[src/rtl/life_engine_if.sv]
// Control and lookup bundle between the life engine and its driver/display side.
// Latency: none, wires only.
// Backpressure: none; pulses are accepted or dropped by the engine.
interface life_engine_if #(
    parameter int ADDR_WIDTH = 8
);
    logic                  mode_i;
    logic                  step_tick_i;
    logic                  toggle_i;
    logic                  clear_i;
    logic [ADDR_WIDTH-1:0] cur_x_i;
    logic [ADDR_WIDTH-1:0] cur_y_i;
    logic [ADDR_WIDTH-1:0] rd_x_i;
    logic [ADDR_WIDTH-1:0] rd_y_i;
    logic                  rd_state_o;
    logic                  busy_o;
    logic [15:0]           generation_o;

    modport master (
        output mode_i, step_tick_i, toggle_i, clear_i,
        output cur_x_i, cur_y_i, rd_x_i, rd_y_i,
        input  rd_state_o, busy_o, generation_o
    );

    modport slave (
        input  mode_i, step_tick_i, toggle_i, clear_i,
        input  cur_x_i, cur_y_i, rd_x_i, rd_y_i,
        output rd_state_o, busy_o, generation_o
    );
endinterface

[src/rtl/life_engine.sv]
// Life cell store: combinational cell lookup, cursor toggles, one-cell-per-cycle generation sweep.
// Latency: lookup 0 cycles; toggle 1 cycle; step W*H+1 cycles to new map and generation count.
// Backpressure: none; step/toggle pulses arriving while busy are dropped, clear always wins.
module life_engine #(
    parameter int   MAP_WIDTH  = 8,
    parameter int   MAP_HEIGHT = 8,
    parameter logic MODE_EDIT  = 1'b1
) (
    input  logic          clk,
    input  logic          rst,
    life_engine_if.slave  bus
);
    localparam int CELLS = MAP_WIDTH * MAP_HEIGHT;
    localparam int IW    = $clog2(CELLS);
    localparam int XW    = $clog2(MAP_WIDTH);
    localparam int YW    = $clog2(MAP_HEIGHT);

    typedef enum logic [1:0] {ST_IDLE, ST_SWEEP, ST_COMMIT} state_t;

    state_t           state_q, state_d;
    logic [CELLS-1:0] cur_map_q, cur_map_d;
    logic [CELLS-1:0] nxt_map_q, nxt_map_d;
    logic [IW-1:0]    idx_q, idx_d;
    logic [XW-1:0]    x_q, x_d;
    logic [YW-1:0]    y_q, y_d;
    logic [15:0]      gen_q, gen_d;

    logic             step_ok, tog_ok, sweep_last;
    logic             tog_in_range, rd_in_range;
    logic [IW-1:0]    tog_idx, rd_idx;
    logic [XW-1:0]    x_l, x_r;
    logic [YW-1:0]    y_u, y_dn;
    logic [3:0]       nbr_cnt;
    logic             self_alive, nxt_cell;

    // Bit of a map at (cx, cy); callers only pass in-range coordinates.
    function automatic logic cell_at(input logic [CELLS-1:0] m,
                                     input logic [XW-1:0] cx,
                                     input logic [YW-1:0] cy);
        logic [IW-1:0] i;
        i = IW'(int'(cy) * MAP_WIDTH + int'(cx));
        return m[i];
    endfunction

    assign tog_in_range = (int'(bus.cur_x_i) < MAP_WIDTH) && (int'(bus.cur_y_i) < MAP_HEIGHT);
    assign rd_in_range  = (int'(bus.rd_x_i) < MAP_WIDTH) && (int'(bus.rd_y_i) < MAP_HEIGHT);
    assign tog_idx      = IW'(int'(bus.cur_y_i) * MAP_WIDTH + int'(bus.cur_x_i));
    assign rd_idx       = IW'(int'(bus.rd_y_i) * MAP_WIDTH + int'(bus.rd_x_i));

    // Step only in run mode, toggle only in edit mode, and neither while a sweep is in flight.
    assign step_ok    = (state_q == ST_IDLE) && bus.step_tick_i && (bus.mode_i != MODE_EDIT);
    assign tog_ok     = (state_q == ST_IDLE) && bus.toggle_i && (bus.mode_i == MODE_EDIT) && tog_in_range;
    assign sweep_last = (idx_q == IW'(CELLS - 1));

    // Toroidal neighbour coordinates around the sweep position.
    always_comb begin
        x_l  = (x_q == '0) ? XW'(MAP_WIDTH - 1) : x_q - 1'b1;
        x_r  = (x_q == XW'(MAP_WIDTH - 1)) ? '0 : x_q + 1'b1;
        y_u  = (y_q == '0) ? YW'(MAP_HEIGHT - 1) : y_q - 1'b1;
        y_dn = (y_q == YW'(MAP_HEIGHT - 1)) ? '0 : y_q + 1'b1;
    end

    // Neighbour count and next-generation rule for the cell under the sweep.
    always_comb begin
        nbr_cnt = 4'(cell_at(cur_map_q, x_l, y_u))  + 4'(cell_at(cur_map_q, x_q, y_u))
                + 4'(cell_at(cur_map_q, x_r, y_u))  + 4'(cell_at(cur_map_q, x_l, y_q))
                + 4'(cell_at(cur_map_q, x_r, y_q))  + 4'(cell_at(cur_map_q, x_l, y_dn))
                + 4'(cell_at(cur_map_q, x_q, y_dn)) + 4'(cell_at(cur_map_q, x_r, y_dn));
        self_alive = cur_map_q[idx_q];
        nxt_cell   = (nbr_cnt == 4'd3) | (self_alive & (nbr_cnt == 4'd2));
    end

    // FSM state register.
    always_ff @(posedge clk or posedge rst) begin
        if (rst) state_q <= ST_IDLE;
        else     state_q <= state_d;
    end

    // FSM next state; clear aborts from anywhere.
    always_comb begin
        state_d = state_q;
        if (bus.clear_i) begin
            state_d = ST_IDLE;
        end else begin
            case (state_q)
                ST_IDLE:   if (step_ok) state_d = ST_SWEEP;
                ST_SWEEP:  if (sweep_last) state_d = ST_COMMIT;
                ST_COMMIT: state_d = ST_IDLE;
                default:   state_d = ST_IDLE;
            endcase
        end
    end

    // FSM outputs; the lookup path sees only the committed map.
    always_comb begin
        bus.busy_o       = (state_q != ST_IDLE);
        bus.generation_o = gen_q;
        bus.rd_state_o   = rd_in_range ? cur_map_q[rd_idx] : 1'b0;
    end

    // Datapath next state: toggles, sweep writes into the shadow map, commit.
    always_comb begin
        cur_map_d = cur_map_q;
        nxt_map_d = nxt_map_q;
        idx_d     = idx_q;
        x_d       = x_q;
        y_d       = y_q;
        gen_d     = gen_q;
        if (bus.clear_i) begin
            cur_map_d = '0;
            nxt_map_d = '0;
            gen_d     = '0;
        end else begin
            case (state_q)
                ST_IDLE: begin
                    if (step_ok) begin
                        idx_d = '0;
                        x_d   = '0;
                        y_d   = '0;
                    end
                    if (tog_ok) cur_map_d[tog_idx] = ~cur_map_q[tog_idx];
                end
                ST_SWEEP: begin
                    nxt_map_d[idx_q] = nxt_cell;
                    idx_d = idx_q + 1'b1;
                    if (x_q == XW'(MAP_WIDTH - 1)) begin
                        x_d = '0;
                        y_d = (y_q == YW'(MAP_HEIGHT - 1)) ? '0 : y_q + 1'b1;
                    end else begin
                        x_d = x_q + 1'b1;
                    end
                end
                ST_COMMIT: begin
                    cur_map_d = nxt_map_q;
                    gen_d     = gen_q + 16'd1;
                end
                default: ;
            endcase
        end
    end

    // Datapath registers.
    always_ff @(posedge clk or posedge rst) begin
        if (rst) begin
            cur_map_q <= '0;
            nxt_map_q <= '0;
            idx_q     <= '0;
            x_q       <= '0;
            y_q       <= '0;
            gen_q     <= '0;
        end else begin
            cur_map_q <= cur_map_d;
            nxt_map_q <= nxt_map_d;
            idx_q     <= idx_d;
            x_q       <= x_d;
            y_q       <= y_d;
            gen_q     <= gen_d;
        end
    end
endmodule

[src/flat_wrapper.sv]
// flat-port wrapper written by rule: the top's interface ports become plain ports
module life_engine_flat 
#(
    parameter int   MAP_WIDTH  = 8,
    parameter int   MAP_HEIGHT = 8,
    parameter logic MODE_EDIT  = 1'b1
)
  (clk, rst, bus_mode_i, bus_step_tick_i, bus_toggle_i, bus_clear_i, bus_cur_x_i, bus_cur_y_i, bus_rd_x_i, bus_rd_y_i, bus_rd_state_o, bus_busy_o, bus_generation_o);
  life_engine_if #(.ADDR_WIDTH(8)) bus_i ();
  input  logic clk;
  input  logic rst;
  input wire logic [$bits(bus_i.mode_i)-1:0] bus_mode_i;
  input wire logic [$bits(bus_i.step_tick_i)-1:0] bus_step_tick_i;
  input wire logic [$bits(bus_i.toggle_i)-1:0] bus_toggle_i;
  input wire logic [$bits(bus_i.clear_i)-1:0] bus_clear_i;
  input wire logic [$bits(bus_i.cur_x_i)-1:0] bus_cur_x_i;
  input wire logic [$bits(bus_i.cur_y_i)-1:0] bus_cur_y_i;
  input wire logic [$bits(bus_i.rd_x_i)-1:0] bus_rd_x_i;
  input wire logic [$bits(bus_i.rd_y_i)-1:0] bus_rd_y_i;
  output wire logic [$bits(bus_i.rd_state_o)-1:0] bus_rd_state_o;
  output wire logic [$bits(bus_i.busy_o)-1:0] bus_busy_o;
  output wire logic [$bits(bus_i.generation_o)-1:0] bus_generation_o;
  assign bus_i.mode_i = bus_mode_i;
  assign bus_i.step_tick_i = bus_step_tick_i;
  assign bus_i.toggle_i = bus_toggle_i;
  assign bus_i.clear_i = bus_clear_i;
  assign bus_i.cur_x_i = bus_cur_x_i;
  assign bus_i.cur_y_i = bus_cur_y_i;
  assign bus_i.rd_x_i = bus_rd_x_i;
  assign bus_i.rd_y_i = bus_rd_y_i;
  assign bus_rd_state_o = bus_i.rd_state_o;
  assign bus_busy_o = bus_i.busy_o;
  assign bus_generation_o = bus_i.generation_o;
  life_engine #(.MAP_WIDTH(MAP_WIDTH), .MAP_HEIGHT(MAP_HEIGHT), .MODE_EDIT(MODE_EDIT)) u_core (.clk(clk), .rst(rst), .bus(bus_i));
endmodule
[config.mk]
export PLATFORM = sky130hd
export DESIGN_NAME = life_engine_flat
export DESIGN_NICKNAME = d
export VERILOG_FILES = /design/src/rtl/life_engine_if.sv /design/src/rtl/life_engine.sv /design/src/flat_wrapper.sv
export SDC_FILE = /design/constraint.sdc
export NUM_CORES = 1
export LEC_CHECK = 0
export ABC_CLOCK_PERIOD_IN_PS = 15790
export BUFFER_PORTS_ARGS = -buffer_cell sky130_fd_sc_hd__buf_2
export CAP_MARGIN = 0
export CORE_MARGIN = 5
export CORE_UTILIZATION = 55
export DETAILED_ROUTE_END_ITERATION = 10
export GPL_ROUTABILITY_DRIVEN = 1
export HOLD_SLACK_MARGIN = 0.05
export PLACE_DENSITY = 0.71
export SLEW_MARGIN = 20
export SYNTH_ARGS = -nofsm -noshare
export SYNTH_HDL_FRONTEND = slang
export SYNTH_SLANG_ARGS = --single-unit
[constraint.sdc]
create_clock -name clk -period 15.79 [get_ports clk]
set_input_delay 2.3685 -clock clk [delete_from_list [all_inputs] [get_ports clk]]
set_output_delay 2.3685 -clock clk [all_outputs]
set_load 0.01 [all_outputs]
==> results.yml, run 1 <==
outcome:
  status: "finished clean"
layout:
  seq_area_mm2: 0.00396
  nFillCells: 2130
  final_area_mm2: 0.0139
  final_util: 0.596
  syn_to_final_growth_pct: 7.45
  fin_cells: 1786
  final_nets: 1513
  multi_input_area_mm2: 0.00840
  n_antenna_cell: 0
  drive_above_1_share: 0.135
critical_path:
  timing.rr.end: "u_core.nxt_map_q[32]"
  worstPathRequired_ps: 16150
  worstSetupPathType: "flop to flop"
  worstReg2RegStart: "u_core.x_q[0]"
  setup.worst_path.start: "u_core.x_q[0]"
  crit_path_max_fanout: 60
  start_kind: "flop"
  arrival_ps: 7730
  r2r_slack_ps: 8420
  endpoint_kind: "flop"
  reg2regPathDepth: 21
sta:
  worst_hold_slack_ps: 549
  maxSlewViolCount: 0
  finalCritPeriodShare: 0.467
  period_needed_ps: 7370
  clock-skew-final_ps: 22.1
  fin_setup_tns_ps: 0
  worst_pin_slew_ps: 1200
  max_freq_mhz: 136
  rsz0062_at_grt: "false"
  finalHoldViolCount: 0
  slew_headroom: 0.192
  setup_violations: 0
job:
  maxCapViolations: 0
logic_synthesis:
  synth_edf_count: 0
  synthCells: 1472
  async_flop_share: 1.00
  synth_nets: 1531
  yosysTopAreaCell: "dfrtp_1"
  ys_dominant_reg_cell: "dfrtp_1"
  syn-mean-instance-area_um2: 8.77
  yosysSeqAreaShare: 0.306
  synth_area_mm2: 0.0129
  ys_ff_latch: 158
  synth_area_leaders: "dfrtp_1 (31%), mux4_2 (9.8%), o21ai_0 (7.4%)"
  yosys.area.top_type_share: 0.306
  yosysWarnings: 0
  yosysUniqueCellTypes: 77
drt:
  post-route-drc-count: 0
  drtIter0Drc: 1856
  wl_per_cell_um: 27.0
  viasPerCell: 7.15
  totalWireLength_um: 48300
  dr_total_vias: 12800
  drtPass1Iterations: 6
  ant_nets: 0
placement:
  numPortBuffers: 55
  routabilityCongestion: 0.997
  dp.cells: 1754
  dpl.hpwl_um: 33500
  post_dp_cell_area_mm2: 0.0133
power:
  seqPwrFrac: 0.275
  leakage_uw: 0.00548
  p_int_uw: 846
  clkPwrFrac: 0.281
  p_comb_frac: 0.444
  ir_drop_mv: 0.178
  swShare: 0.454
  powerDensity_mw_per_mm2: 112
  switchingPower_uw: 704
grt:
  overflow: 0
  grt_pass1_wl_um: 73400
  grt_start_max_net_pins: 84
  first_global_vias: 11800
  grt_antenna_before_repair: 0
  grt_use_total: 0.361
worst_hold_path:
  hold_class: "flop to flop"
  hp-start: "u_core.bus.generation_o[15]"
  hold_depth: 2
  worstHoldEndpoint: "u_core.bus.generation_o[15]"
clock_network:
  cts_buffers: 17
  cts_tree: "yes"
  clock_latency_ps: 450
  post_cts_resized: 0
  cts_sinks: 158
  cts.htree.levels: 4
  clk_pin_slew_ps: 70
  post_cts_buffers: 0
  hold_buffers: 0
  ctsRootBufferMaster: "clkbuf_16"
  cts_max_path_buffers: 2
floorplanning:
  core-area_mm2: 0.0233
  ios: 56
  rows: 56
  die_y_um: 163
  start_util: 0.555
  dieArea_mm2: 0.0266
  die_x_um: 163
[routing by layer]
layer / up-vias / GRT usage / share of wire
li1: 5512 / - / -
met1: 6202 / 0.508 / 0.40
met2: 893 / 0.540 / 0.44
met3: 167 / 0.0843 / 0.12
met4: 0 / 0.147 / 0.045
met5: - / 0 / 0
[state kept, by name (all words and copies together), names as in the netlist]
signal,count
u_core.y_q,3
u_core.nxt_map_q,64
u_core.state_q,2
u_core.idx_q,6
u_core.x_q,3
u_core.bus.generation_o,16
u_core.cur_map_q,64
[Yosys cell counts, drive strengths merged (16+ instances only)]
| library cell | count |
|---|---|
| o21ai | 195 |
| nand2 | 176 |
| dfrtp | 158 |
| nor2b | 83 |
| clkbuf | 75 |
| nor2 | 74 |
| mux2i | 72 |
| mux4 | 57 |
| a21oi | 55 |
| o211ai | 51 |
| nand3 | 46 |
| a21o | 42 |
| buf | 35 |
| o22ai | 30 |
| o311ai | 25 |
| inv | 22 |
| a22oi | 21 |
| nor3 | 21 |
| mux2 | 16 |
[logic make-up (layout without fill, tap and decap cells)]
| group | after synthesis | in the layout | synth area share |
|---|---|---|---|
| adder cells (fa/ha/maj) | 21 | 21 | 0.0238 |
| buffers and inverters | 134 | 129 | 0.0445 |
| flip-flops | 158 | 158 | 0.306 |
| AO/OA/AOI/OAI | 513 | 513 | 0.257 |
| AND/OR/NAND/NOR | 479 | 479 | 0.182 |
| multiplexers | 145 | 145 | 0.169 |
| XOR/XNOR | 22 | 22 | 0.0172 |
[critical path, cell delays in order (launching register included)]
cell and delay, ps:
dfrtp_2 340, buf_4 640, inv_1 320, ha_1 580, or2_2 420, and2_1 210, o221ai_1 440, a21oi_1 120
a2111oi_0 430, nor4_1 100, ha_1 290, inv_1 60, fa_1 500, fa_1 550, inv_1 60, fa_1 500
inv_1 100, fa_1 420, or2_2 400, nor2_1 470, nand2_1 130, o21ai_0 190
[how the worst max path moves through the flow]
stage	endpoint	slack, ps	depth (start not counted)
2_1_floorplan	u_core.bus.generation_o[0]	9160	1
3_3_place_gp	u_core.nxt_map_q[3]	8490	19
3_5_place_dp	u_core.nxt_map_q[11]	8330	19
4_1_cts	u_core.nxt_map_q[11]	8320	19
5_1_grt	u_core.nxt_map_q[3]	7980	22
6_report	u_core.nxt_map_q[32]	8420	21
[final cells by class]
| class | instances | share of cell area |
|---|---|---|
| inverter | 24 | 0.00685 |
| timing repair buffer | 73 | 0.0298 |
| clock inverter | 15 | 0.0135 |
| multi-input combinational | 1180 | 0.605 |
| sequential | 158 | 0.285 |
| clock buffer | 17 | 0.0307 |
| tap | 319 | 0.0288 |
[cell usage in the layout (no fill, tap or decap), types with 13 or more instances in the layout]
cell         n
a21o_1      42
a21oi_1     55
a22oi_1     21
buf_2       54
buf_4       19
clkbuf_16   17
dfrtp_1    157
ha_1        15
inv_1       21
mux2_2      16
mux2i_1     72
mux4_2      56
nand2_1    175
nand2b_1    14
nand3_1     46
nor2_1      73
nor2b_1     81
nor3_1      21
o211ai_1    50
o21ai_0    191
o22ai_1     30
o311ai_0    25
o31ai_1     13
xor2_1      14
[through the flow]
| step | total power, uW | setup WS, ps |
|---|---|---|
| after CTS | 1530 | 8320 |
| after global routing | 1620 | 7980 |
| after global placement | 1100 | 8490 |
| final | 1550 | 8420 |
| after floorplan | 906 | 9160 |
| after detailed placement | 1100 | 8330 |
[power by group through the flow]
stage / Combinational [uW] / Sequential, uW / Clock (uW)
finish: 688 / 426 / 436
CTS: 671 / 425 / 438
detailed placement: 664 / 433 / 0
floorplan: 484 / 422 / 0
global placement: 664 / 432 / 0
global route: 738 / 427 / 456
Power figures use the tool's default switching activity.
==> run 2: changes to the inputs <==
ABC_AREA = 1   (was not set)
ABC_CLOCK_PERIOD_IN_PS = 6840   (was 15790)
clock period = 6.84 ns   (was 15.79 ns; I/O delays follow)
==> results.yml, run 2 <==
layout:
  n_antenna_cell: 0
  final_util: 0.585
  final_cell_mix: "nand2_1 (724), nor2_1 (246), a21oi_1 (228), o21ai_0 (187), nand3_1 (166)"
  final_area_mm2: 0.0147
  final_common_cell: "nand2_1"
  multi_input_area_mm2: 0.00862
  drive_above_1_share: 0.0881
  syn_to_final_growth_pct: 5.14
  final_nets: 2294
  seq_area_mm2: 0.00395
  nFillCells: 2479
placement:
  routabilityCongestion: 1.03
  post_dp_cell_area_mm2: 0.0141
  place_ws_ps: 536
  dpl.hpwl_um: 37100
  numPortBuffers: 55
drt:
  drtPass1Iterations: 6
  ant_nets: 0
  viasPerCell: 6.18
  post-route-drc-count: 0
  totalWireLength_um: 53100
  wl_per_cell_um: 20.6
  drtIter0Drc: 2401
  dr_total_vias: 15900
sta:
  fin_ws_ps: 395
  clock-skew-final_ps: 23.3
  setup_violations: 0
  fin_setup_tns_ps: 0
  period_needed_ps: 6440
  finalHoldViolCount: 0
  rsz0062_at_grt: "false"
  worst_pin_slew_ps: 1010
  slew_headroom: 0.330
  max_freq_mhz: 155
  maxSlewViolCount: 0
  finalCritPeriodShare: 0.942
power:
  swShare: 0.490
  powerDensity_mw_per_mm2: 243
  leakage_uw: 0.00694
  ir_drop_mv: 0.499
  seqPwrFrac: 0.272
  switchingPower_uw: 1750
  clkPwrFrac: 0.284
  p_int_uw: 1830
  p_comb_frac: 0.444
floorplanning:
  rows: 58
  core-area_mm2: 0.0251
  die_x_um: 169
  ios: 56
  start_util: 0.557
  dieArea_mm2: 0.0287
  die_y_um: 169
logic_synthesis:
  synth_edf_count: 0
  synth_area_leaders: "dfrtp_1 (28%), nand2_1 (19%), a21oi_1 (8.2%)"
  ys_ff_latch: 158
  yosys.area.top_type_share: 0.283
  yosysUniqueCellTypes: 44
  synthCells: 2279
  yosysSeqAreaShare: 0.283
  synth_area_mm2: 0.0140
  syn-mean-instance-area_um2: 6.13
  synth_nets: 2338
  yosysWarnings: 0
  synth_commonest_cells: "nand2_1 (725), nor2_1 (248), a21oi_1 (228)"
  yosysMostFrequentCell: "nand2_1"
  async_flop_share: 1.00
  yosysTopAreaCell: "dfrtp_1"
  ys_dominant_reg_cell: "dfrtp_1"
clock_network:
  cts_max_path_buffers: 2
  cts_tree: "yes"
  ctsRootBufferMaster: "clkbuf_16"
  hold_buffers: 0
  clock_latency_ps: 440
  cts_sinks: 158
  cts.htree.levels: 4
  clk_pin_slew_ps: 90
  post_cts_resized: 0
  post_cts_buffers: 0
  cts_buffers: 17
critical_path:
  r2r_slack_ps: 400
  cp.buffers_inverters: 6
  cp_slowest_cell: "dfrtp_1"
  crit_path_max_fanout: 64
  worstPathRequired_ps: 7190
  endpoint_kind: "flop"
  critPathTopFamily: "adder cells"
  arrival_ps: 6790
  path_cells: "clkinv_1 > ha_1 > nand2_1 > nand2_1 > inv_1 > nand3_1 > nand3_1 > o21ai_0 > nand2_1 > nand2_1 > ha_1 > inv_1 > fa_1 > fa_1 > inv_1 > fa_1 > inv_1 > fa_1 > a211oi_1 > nand2_2 > buf_4 > a21oi_1"
  start_kind: "flop"
  worstSetupPathType: "flop to flop"
  max_stage_delay_ps: 650
grt:
  grt_antenna_before_repair: 0
  grt_pass1_wl_um: 81800
  grt_use_total: 0.361
  grt_start_max_net_pins: 94
  first_global_vias: 14100
  overflow: 0
job:
  maxCapViolations: 0
worst_hold_path:
  hold_class: "flop to flop"
outcome:
  status: "finished clean"
## run 2: final cells by class
| class | instances | area share |
|---|---|---|
| clock buffer | 17 | 0.0289 |
| clock inverter | 15 | 0.0128 |
| inverter | 169 | 0.0437 |
| multi-input combinational | 1810 | 0.586 |
| sequential | 158 | 0.269 |
| tap | 330 | 0.0281 |
| timing repair buffer | 79 | 0.0310 |
## run 2: final timing paths
kind	end	start	depth (start not counted)
hold reg to reg	u_core.cur_map_q[46]	u_core.cur_map_q[46]	2
setup / recovery	u_core.nxt_map_q[51]	u_core.y_q[0]	22
hold / removal	u_core.cur_map_q[46]	u_core.cur_map_q[46]	2
setup reg to reg	u_core.nxt_map_q[51]	u_core.y_q[0]	22
max in group asynchronous	u_core.nxt_map_q[45]	rst	3
min in group asynchronous	u_core.cur_map_q[39]	rst	2
## run 2: cells by family (layout without fill, tap and decap cells)
family	count (synthesis)	after routing	synth area share
compound gates	481	481	0.185
xor+xnor	2	2	0.00125
fa+ha+maj	21	21	0.0220
simple gates	1306	1306	0.407
flops	158	158	0.283
buf+inv	311	280	0.102
## run 2: metrics by stage
| step | power (uW) | hold slack, ps | instances |
|---|---|---|---|
| global route | 3750 | 537 | 2578 |
| detailed placement | 2530 | 474 | 2546 |
| CTS | 3530 | 494 | 2578 |
| global placement | 2530 | 467 | 2546 |
| finish | 3580 | 495 | 2578 |
| floorplan | 2240 | 449 | 2279 |
## run 2: power by group through the flow
stage / clock network (uW) / registers [uW] / logic (uW)
after floorplan: 0 / 972 / 1270
after global placement: 0 / 991 / 1530
after detailed placement: 0 / 990 / 1540
after CTS: 1020 / 971 / 1540
after global routing: 1060 / 975 / 1720
final: 1020 / 974 / 1590
## run 2: metal layers
| layer | share of wire | vias up | routed length, um | global-route usage |
|---|---|---|---|---|
| met4 | 0.049 | 0 | 2600 | 0.161 |
| met2 | 0.43 | 1024 | 23100 | 0.545 |
| met1 | 0.40 | 7344 | 21300 | 0.504 |
| met3 | 0.12 | 156 | 6130 | 0.0701 |
| met5 | 0 | - | 0 | 0 |
| li1 | - | 7403 | - | - |
## run 2: worst min-delay path: stages (launching register included)
cell	delay, ps
dfrtp_1	360
nand2_1	60
nand2_1	50
